==> src/rtl/pb_debounce.sv <==
// Pushbutton debouncer: double-flop synchronizer followed by a stable-count
// FSM that emits a clean level and one-cycle press/release strobes.
module pb_debounce #(
    parameter int unsigned STABLE_CYCLES = 1_000_000
) (
    input  logic clk,
    input  logic reset,
    input  logic pb_in,
    output logic pb_level,
    output logic press_pulse,
    output logic release_pulse
);

    localparam int unsigned CW = (STABLE_CYCLES > 1) ? $clog2(STABLE_CYCLES) : 1;
    localparam logic [CW-1:0] CNT_LAST = CW'(STABLE_CYCLES - 1);
    localparam logic [CW-1:0] CNT_ONE  = CW'(1);

    typedef enum logic [1:0] {
        LOW       = 2'd0,
        RISE_WAIT = 2'd1,
        HIGH      = 2'd2,
        FALL_WAIT = 2'd3
    } state_t;

    logic          r_sync1;
    logic          r_sync2;
    state_t        r_state;
    state_t        w_state_nxt;
    logic [CW-1:0] r_cnt;
    logic [CW-1:0] w_cnt_nxt;
    logic          r_level;
    logic          w_level_nxt;
    logic          r_press;
    logic          w_press_nxt;
    logic          r_release;
    logic          w_release_nxt;
    logic          w_s;

    // pb_in is asynchronous; only the second flop's output is ever observed
    always_ff @(posedge clk or posedge reset) begin
        if (reset) begin
            r_sync1 <= 1'b0;
            r_sync2 <= 1'b0;
        end else begin
            r_sync1 <= pb_in;
            r_sync2 <= r_sync1;
        end
    end

    assign w_s = r_sync2;

    always_ff @(posedge clk or posedge reset) begin
        if (reset) begin
            r_state   <= LOW;
            r_cnt     <= '0;
            r_level   <= 1'b0;
            r_press   <= 1'b0;
            r_release <= 1'b0;
        end else begin
            r_state   <= w_state_nxt;
            r_cnt     <= w_cnt_nxt;
            r_level   <= w_level_nxt;
            r_press   <= w_press_nxt;
            r_release <= w_release_nxt;
        end
    end

    // Count only leaves zero while the candidate differs; every exit clears it
    always_comb begin
        w_state_nxt   = r_state;
        w_cnt_nxt     = '0;
        w_level_nxt   = r_level;
        w_press_nxt   = 1'b0;
        w_release_nxt = 1'b0;

        case (r_state)
            LOW: begin
                w_level_nxt = 1'b0;
                if (w_s) begin
                    w_state_nxt = RISE_WAIT;
                    w_cnt_nxt   = CNT_ONE;
                end
            end
            RISE_WAIT: begin
                if (!w_s) begin
                    w_state_nxt = LOW;
                end else if (r_cnt == CNT_LAST) begin
                    w_state_nxt = HIGH;
                    w_level_nxt = 1'b1;
                    w_press_nxt = 1'b1;
                end else begin
                    w_cnt_nxt = r_cnt + CNT_ONE;
                end
            end
            HIGH: begin
                w_level_nxt = 1'b1;
                if (!w_s) begin
                    w_state_nxt = FALL_WAIT;
                    w_cnt_nxt   = CNT_ONE;
                end
            end
            FALL_WAIT: begin
                if (w_s) begin
                    w_state_nxt = HIGH;
                end else if (r_cnt == CNT_LAST) begin
                    w_state_nxt   = LOW;
                    w_level_nxt   = 1'b0;
                    w_release_nxt = 1'b1;
                end else begin
                    w_cnt_nxt = r_cnt + CNT_ONE;
                end
            end
            default: begin
                w_state_nxt = LOW;
                w_level_nxt = 1'b0;
            end
        endcase
    end

    assign pb_level      = r_level;
    assign press_pulse   = r_press;
    assign release_pulse = r_release;

endmodule

==> config.mk <==
export PLATFORM = sky130hd
export DESIGN_NAME = pb_debounce
export DESIGN_NICKNAME = d
export VERILOG_FILES = /design/src/rtl/pb_debounce.sv
export SDC_FILE = /design/constraint.sdc
export NUM_CORES = 1
export LEC_CHECK = 0
export CORE_MARGIN = 2
export CORE_UTILIZATION = 50
export CTS_BUF_LIST = sky130_fd_sc_hd__clkbuf_8
export CTS_CLUSTER_DIAMETER = 150
export CTS_CLUSTER_SIZE = 14
export DETAILED_ROUTE_END_ITERATION = 10
export PLACE_DENSITY_LB_ADDON = 0.15
export SLEW_MARGIN = 20
export SYNTH_ARGS = -nofsm -noshare
export SYNTH_HDL_FRONTEND = slang
export SYNTH_SLANG_ARGS = --single-unit
==> constraint.sdc <==
create_clock -name clk -period 1.8 [get_ports clk]
set_input_delay 0.36 -clock clk [delete_from_list [all_inputs] [get_ports clk]]
set_output_delay 0.36 -clock clk [all_outputs]
set_load 0.005 [all_outputs]
==> reports/qor.yml <==
status: "complete, no violations"
dpl_cell_area_um2: 1510
p_per_area_nw_per_um2: 1010
die_h_um: 56.9
synth_area_um2: 1400
die_w_um: 56.9
fmaxAchievable_mhz: 575
ir_worst_vdd_uv: 731
multi_input_area_um2: 702
grt_pass1_vias: 961
synth_top_area_share: 0.483
relSlewSlack: 0.732
end_kind: "flop"
cts-root-buf: "clkbuf_8"
wl_met1_um: 1300
yosysTopAreaCell: "dfrtp_1"
hp-class: "flop to flop"
worst_clock_skew_ps: 3.49
hpwl_um: 1670
fin_util: 0.588
ys.flop_type: "dfrtp_1"
period_share: 0.966
via_per_inst: 5.52
syn_inst: 140
clockBufferDepth: 2
grt_max_degree: 28
setup_viol: 0
finalHoldViolations: 0
tightest_slew_ps: 390
grt_antenna_before_repair: 0
drive_gt1_frac: 0.174
syn_nets: 149
period_needed_ps: 1740
cts_tree: "yes"
yosys-top-cells-area: "dfrtp_1, nor2_1, xor2_1, ha_1, xnor2_1"
start_util: 0.517
avgSynthCellArea_um2: 10.0
rows: 19
cp-start-kind: "flop"
seq_area_um2: 676
drtIter0Drc: 23
ys_seq_area_frac: 0.483
wl_met2_um: 1120
crit_required_ps: 2010
final_area_um2: 1590
yosysWarnings: 0
area_growth_pct: 13.9
routed.top_layer: "met4"
clkTransAtPathRegs_ps: 90
ys_ff_latch: 27
n_fill_cell: 241
insertion_delay_ps: 270
path_max_fanout: 5
async_flop_share: 1.00
gp_congestion: 0.868
num_antenna_cells: 0
grt_pass1_wl_um: 4250
cts_sinks: 27
fin_nets: 165
worstSetupPathType: "flop to flop"
p_leak_nw: 0.682
dieArea_um2: 3240
num_vias: 1026
postCtsHoldBufs: 0
htree_levels: 1
totalWireLength_um: 2540
rsz0062_at_grt: "yes"
synth_common_cells: "dfrtp_1, nor2_1, xor2_1"
synth_cell_types: 33
r2r_slack_ps: 60
portBuffers: 5
drv_slew: 0
grt-ovfl-total: 0
antenna_left: 0
maxCapViolCount: 0
wl_met3_um: 55
worstPathArrival_ps: 1950
first_pass_iters: 4
wl_per_cell_um: 13.7
core_um2: 2710
io-pin-count: 6
synth_edf_count: 0
drc: 0
grt_use_total: 0.170
setup_tns_ps: 0
numCtsBuffers: 3
cell usage in the layout, fill, tap and decap left out:
cell             netlist  routed
or3_4                  1       3
and2_4                 1       1
or4_4                  0       1
mux2_2                 1       1
inv_1                  8       9
ha_2                   0       1
o211ai_1               1       1
clkdlybuf4s50_1        0       5
or2_2                  2       2
nor3_1                 2       2
and4_2                 2       1
o211ai_2               1       1
nand3_1                7       7
clkbuf_8               0       3
and3_2                 2       2
and4_4                 1       2
nor2_2                 0       2
dfrtp_1               27      27
nor3b_1                1       1
nor4_1                 2       2
nand4_1                5       5
nand2_1                9       9
ha_1                   6       5
and4_1                 1       1
o22ai_1                1       1
a31oi_1                1       1
a21oi_1                2       2
nor2_1                27      25
buf_4                  0       7
xnor2_1                8       8
xor2_1                10      10
mux2i_1                2       2
o21ai_0                1       1
and3b_1                1       1
a211oi_1               1       1
nor2b_1                2       2
per-stage QoR:
stage          total power, mW  instances  setup WS, ps  hold slack [ps]
2_1_floorplan             1.12        140          16.2              331
3_3_place_gp              1.19        179          35.7              336
3_5_place_dp              1.21        179          1.71              336
4_1_cts                   1.55        183         -12.7              356
5_1_grt                   1.74        186         -10.8              361
6_report                  1.62        186          60.3              355
layer usage:
metal | global-route usage | vias to the layer above
li1 | - | 506
met5 | 0 | -
met4 | 0.0930 | 0
met3 | 0.0300 | 7
met1 | 0.235 | 497
met2 | 0.255 | 16
registers in the layout, summed over array words and instances, names as in the netlist, named ones only:
signal / count
r_sync2: 1
release_pulse: 1
r_cnt: 20
pb_level: 1
r_sync1: 1
r_state: 1
press_pulse: 1
timing repair:
| item | CTS | global route |
|---|---|---|
| setup buffers | 0 | 1 |
| setup endpoints to repair | 1 | 20 |
| cloned | 0 | 2 |
| endpoints found under the hold margin | 0 | 0 |
| pin swaps | 0 | 3 |
| gates resized for setup | 0 | 5 |
critical path: stages (launching register included):
cell and delay, ps:
dfrtp_1 410, ha_2 190, and4_4 190, and4_4 170, and2_4 150, or3_4 430
o211ai_2 140
path summary, 6_finish.rpt:
kind | start | to | cells past startpoint
setup / recovery | r_cnt[0]$_DFF_PP0_ | r_cnt[0]$_DFF_PP0_ | 6
hold / removal | r_sync1$_DFF_PP0_ | r_sync2$_DFF_PP0_ | 0
setup reg to reg | r_cnt[0]$_DFF_PP0_ | r_cnt[0]$_DFF_PP0_ | 6
hold reg to reg | r_sync1$_DFF_PP0_ | r_sync2$_DFF_PP0_ | 0
max in group asynchronous | reset | r_cnt[8]$_DFF_PP0_ | 3
min in group asynchronous | reset | pb_level$_DFFE_PP0P_ | 3
logic make-up after synthesis:
| family | synth area share |
|---|---|
| fa+ha+maj | 0.0536 |
| compound gates | 0.0393 |
| buf+inv | 0.0411 |
| xor+xnor | 0.113 |
| flops | 0.483 |
| mux | 0.0223 |
| simple gates | 0.248 |
where the power goes:
group	leakage, nW	internal (mW)	switching [mW]
clock network	0.0269	0.153	0.187
logic	0.291	0.242	0.321
registers	0.365	0.663	0.0495
total	0.682	1.06	0.558
final cells by class:
class,instances,share of cell area
Multi-Input combinational cell,104,0.440
Timing Repair Buffer,12,0.0644
Clock buffer,3,0.0259
Clock inverter,1,0.00235
Sequential cell,27,0.424
Inverter,8,0.0188
Tap cell,31,0.0243
No activity file was read; power rests on OpenSTA's default activity.
